===== config.mk =====
export PLATFORM = sky130hd
export DESIGN_NAME = serial_sub_nbit
export DESIGN_NICKNAME = d
export VERILOG_FILES = /design/src/rtl/serial_sub_nbit.sv
export SDC_FILE = /design/constraint.sdc
export NUM_CORES = 1
export LEC_CHECK = 0
export BUFFER_PORTS_ARGS = -buffer_cell sky130_fd_sc_hd__buf_4
export CORE_MARGIN = 2
export CORE_UTILIZATION = 45
export CTS_BUF_LIST = sky130_fd_sc_hd__clkbuf_16
export DETAILED_ROUTE_END_ITERATION = 10
export GPL_ROUTABILITY_DRIVEN = 1
export PLACE_DENSITY_LB_ADDON = 0.15
export RECOVER_POWER = 50
export REMOVE_ABC_BUFFERS = 1
export SLEW_MARGIN = 10
export SYNTH_ARGS = -nofsm -noshare
export SYNTH_HDL_FRONTEND = slang
export SYNTH_SLANG_ARGS = --single-unit
export TNS_END_PERCENT = 50

===== constraint.sdc =====
create_clock -name clk -period 2.8 [get_ports clk]
set_input_delay 0.14 -clock clk [delete_from_list [all_inputs] [get_ports clk]]
set_output_delay 0.14 -clock clk [all_outputs]
set_load 0.02 [all_outputs]

===== src/rtl/serial_sub_nbit.sv =====
// Bit-serial ripple-borrow subtractor: Diff = in1 - in2 - Bin, one bit per clock, LSB first.
// A single full-subtractor cell plus a borrow flip-flop, sequenced by a start/busy/done FSM.
module serial_sub_nbit #(
    parameter int unsigned WIDTH = 4
) (
    input  logic             clk,
    input  logic             rst,
    input  logic             start,
    input  logic [WIDTH-1:0] in1,
    input  logic [WIDTH-1:0] in2,
    input  logic             Bin,
    output logic [WIDTH-1:0] Diff,
    output logic             Bout,
    output logic             Vout,
    output logic             busy,
    output logic             done
);

    localparam int unsigned CW = $clog2(WIDTH);
    localparam logic [CW-1:0] LAST = CW'(WIDTH - 1);

    typedef enum logic [1:0] {StIdle, StRun, StDone} state_t;

    state_t           state_q;
    logic [WIDTH-1:0] a_q;
    logic [WIDTH-1:0] b_q;
    logic [WIDTH-1:0] res_q;
    logic             borrow_q;
    logic [CW-1:0]    cnt_q;
    logic             a_msb_q;
    logic             b_msb_q;

    logic             d;
    logic             borrow_d;
    logic [WIDTH-1:0] res_d;

    // Full-subtractor cell on the current LSBs.
    always_comb begin
        d        = a_q[0] ^ b_q[0] ^ borrow_q;
        borrow_d = (~a_q[0] & b_q[0]) | (~(a_q[0] ^ b_q[0]) & borrow_q);
        res_d    = {d, res_q[WIDTH-1:1]};
    end

    always_ff @(posedge clk or posedge rst) begin
        if (rst) begin
            state_q  <= StIdle;
            a_q      <= '0;
            b_q      <= '0;
            res_q    <= '0;
            borrow_q <= 1'b0;
            cnt_q    <= '0;
            a_msb_q  <= 1'b0;
            b_msb_q  <= 1'b0;
            Diff     <= '0;
            Bout     <= 1'b0;
            Vout     <= 1'b0;
            busy     <= 1'b0;
            done     <= 1'b0;
        end else begin
            done <= 1'b0;
            unique case (state_q)
                StIdle, StDone: begin
                    // DONE reloads directly so back-to-back operations have no idle bubble.
                    if (start) begin
                        a_q      <= in1;
                        b_q      <= in2;
                        res_q    <= '0;
                        borrow_q <= Bin;
                        cnt_q    <= '0;
                        a_msb_q  <= in1[WIDTH-1];
                        b_msb_q  <= in2[WIDTH-1];
                        busy     <= 1'b1;
                        state_q  <= StRun;
                    end else begin
                        state_q <= StIdle;
                    end
                end
                StRun: begin
                    a_q      <= a_q >> 1;
                    b_q      <= b_q >> 1;
                    res_q    <= res_d;
                    borrow_q <= borrow_d;
                    cnt_q    <= cnt_q + CW'(1);
                    if (cnt_q == LAST) begin
                        // Results are published only here; they hold through IDLE and the next RUN.
                        Diff    <= res_d;
                        Bout    <= borrow_d;
                        Vout    <= (a_msb_q != b_msb_q) && (d != a_msb_q);
                        cnt_q   <= '0;
                        busy    <= 1'b0;
                        done    <= 1'b1;
                        state_q <= StDone;
                    end
                end
                default: state_q <= StIdle;
            endcase
        end
    end

endmodule


==> results.yml <==
routing:
  wire_per_inst_um: 13.46
  wl_met1_um: 1015
  ant_nets: 0
  via_count: 768
  vias_per_cell: 5.120
  wirelength_um: 2019
  route.met2.wl_um: 905
  drc_errors: 0
  route.met3.wl_um: 74
  routed.top_layer: "met4"
  drtPass1Iterations: 4
  drt_iter0_drc: 7
clock_tree:
  ctsResizeCount: 0
  numCtsBuffers: 3
  cts_buffer_depth: 2
  clk_latency_ps: 260
  clock_sinks: 26
  cts_hold_buf: 0
  htreeDepth: 1
  cts_root_buf: "clkbuf_16"
  clk_pin_slew_ps: 70
  cts_tree: "yes"
  post_cts_buffers: 0
finish:
  n_antenna_cell: 0
  area_growth_pct: 19.12
  final_layout_size_suffix_gt1_share_pct: 22.50
  stdcell_area_sq_um: 1388
  final_cells: 150
  fin_nets: 135
  final_core_util_pct: 56.52
critical_path:
  cp_max_fo: 4
  crit_path_end_kind: "flop"
  r2r-end: "res_q[3]"
  crit_required_ps: 2950
  endpoint: "res_q[3]"
  reg2reg_slack_ps: 1300
  arrival_ps: 1650
  critPathKind: "reg2reg"
  rr_startpoint: "a_q[0]"
  cp-startpoint: "a_q[0]"
  reg2regPathDepth: 3
  crit_path_start_kind: "flop"
sta:
  tightest_slew_ps: 972.5
  max_freq_ghz: 0.6687
  fin_crit_sh_pct: 53.41
  holdWs_ps: 104.2
  relSlewSlack_pct: 35.10
  finalMaxSlewViolations: 0
  min_period_ps: 1495
  rsz0062_at_grt: "false"
  hold_viol: 0
  finalSetupTns_ps: 0
  final.setup_skew_ps: 3.960
  setup_violations: 0
floorplanning:
  rows: 18
  die_area_sq_um: 3012
  initial_core_util_pct: 47.45
  pin_count: 20
  die_y_um: 54.88
  core_sq_um: 2455
  die_x_um: 54.88
synthesis:
  synth-seq-cells: 26
  ys_warn_count: 0
  avgSynthCellArea_sq_um: 11.20
  synth.distinct_cells: 25
  synthTopCellsByArea: "dfrtp_1 (56%), mux2_4 (3.9%), a22o_1 (3.8%), nand2_1 (3.2%), o22ai_1 (3.2%)"
  yosysSeqAreaShare_pct: 55.85
  yosysTopAreaCellShare_pct: 55.85
  netlist_instances: 104
  syn_area_sq_um: 1165
  netlist.top_cell.by_area: "dfrtp_1"
flow_run:
  drv_cap: 0
placed_design:
  dpl_cell_area_sq_um: 1297
  port_buffers: 19
  dp.cells: 146
  place.detailed.hpwl_um: 1426
  gp_congestion: 0.7520
grt:
  groute.usage.overall_pct: 16.06
  grt_pass1_wl_um: 3394
  antenna_found_initial: 0
  grt_pass1_vias: 719
  overflow: 0
  grt_max_degree: 27
pwr:
  leakagePower_uw: 0.0006933
  power_density_nw_per_um2: 1259
  ir_drop_mv: 0.6281
outcome:
  outcome: "completed"
worst_hold_path:
  holdCritPathClass: "in2reg"
[power by group]
part           leakage, uW  internal, uW  switching, uW
clock            0.0000511           284            129
sequential        0.000322           543            133
combinational     0.000320           326            332
[sequential cells by signal (all words and copies together), names as in the netlist, 2 cells and up]
name     count
res_q        3
a_q          4
cnt_q        2
Diff         4
state_q      2
b_q          4
[worst max-delay path: stages, from the launching register on]
cell     delay [ps]
dfrtp_1         400
fa_1            530
mux2_2          280
a22o_1          170
[how the worst min path moves through the flow]
stage	end	cells past startpoint	from
floorplan	Bout	1	rst
finish	b_msb_q	3	in2[3]
global route	b_msb_q	3	in2[3]
detailed placement	b_msb_q	3	in2[3]
global placement	b_msb_q	3	in2[3]
CTS	b_msb_q	3	in2[3]
[synth_stat cells]
cell / n
buf_6: 2
mux2_4: 3
and2b_1: 1
nand2b_1: 2
nor2_1: 8
o21ai_0: 5
mux2i_1: 2
nand3_1: 2
nand3b_4: 1
a21oi_1: 4
mux2_2: 3
buf_2: 5
inv_1: 5
nand2_1: 10
ha_1: 1
a22o_1: 5
nor3_1: 6
a211oi_1: 1
o22ai_1: 6
and3b_1: 1
fa_1: 1
nor2_2: 1
nor2b_1: 2
a21o_1: 1
dfrtp_1: 26
[cell type report]
| cell class | instances | area (sq um) |
|---|---|---|
| multi-input combinational | 66 | 447.9 |
| tap | 30 | 37.54 |
| sequential | 26 | 650.6 |
| fill | 231 | 1067 |
| clock buffer | 3 | 75.07 |
| clock inverter | 1 | 30.03 |
| timing repair buffer | 19 | 127.6 |
| inverter | 5 | 18.77 |
[cell families after synthesis]
group | Yosys count | share of synthesized area (%)
flops | 26 | 55.85
compound gates | 22 | 12.14
mux | 8 | 8.485
fa+ha+maj | 2 | 2.793
buf+inv | 12 | 5.692
simple gates | 34 | 15.04
[routing by layer]
| metal | up-vias | GRT usage, % |
|---|---|---|
| met2 | 17 | 22.42 |
| met5 | - | 0 |
| met1 | 358 | 24.61 |
| met4 | 0 | 7.500 |
| met3 | 2 | 1.639 |
| li1 | 391 | - |
[layout by cell type, fill, tap and decap left out, types with 5 or more instances in the layout]
| master | n |
|---|---|
| buf_4 | 14 |
| nor3_1 | 6 |
| a22o_1 | 5 |
| dfrtp_1 | 26 |
| nor2_1 | 8 |
| o22ai_1 | 6 |
| o21ai_0 | 5 |
| nand2_1 | 10 |
| inv_1 | 5 |
[metrics by stage]
stage          total power [uW]  setup WS [ps]
4_1_cts                    1781           1298
2_1_floorplan              1165           1356
5_1_grt                    1882           1194
6_report                   1747           1305
3_5_place_dp               1367           1310
3_3_place_gp               1349           1321
No activity file was read; power rests on OpenSTA's default activity.
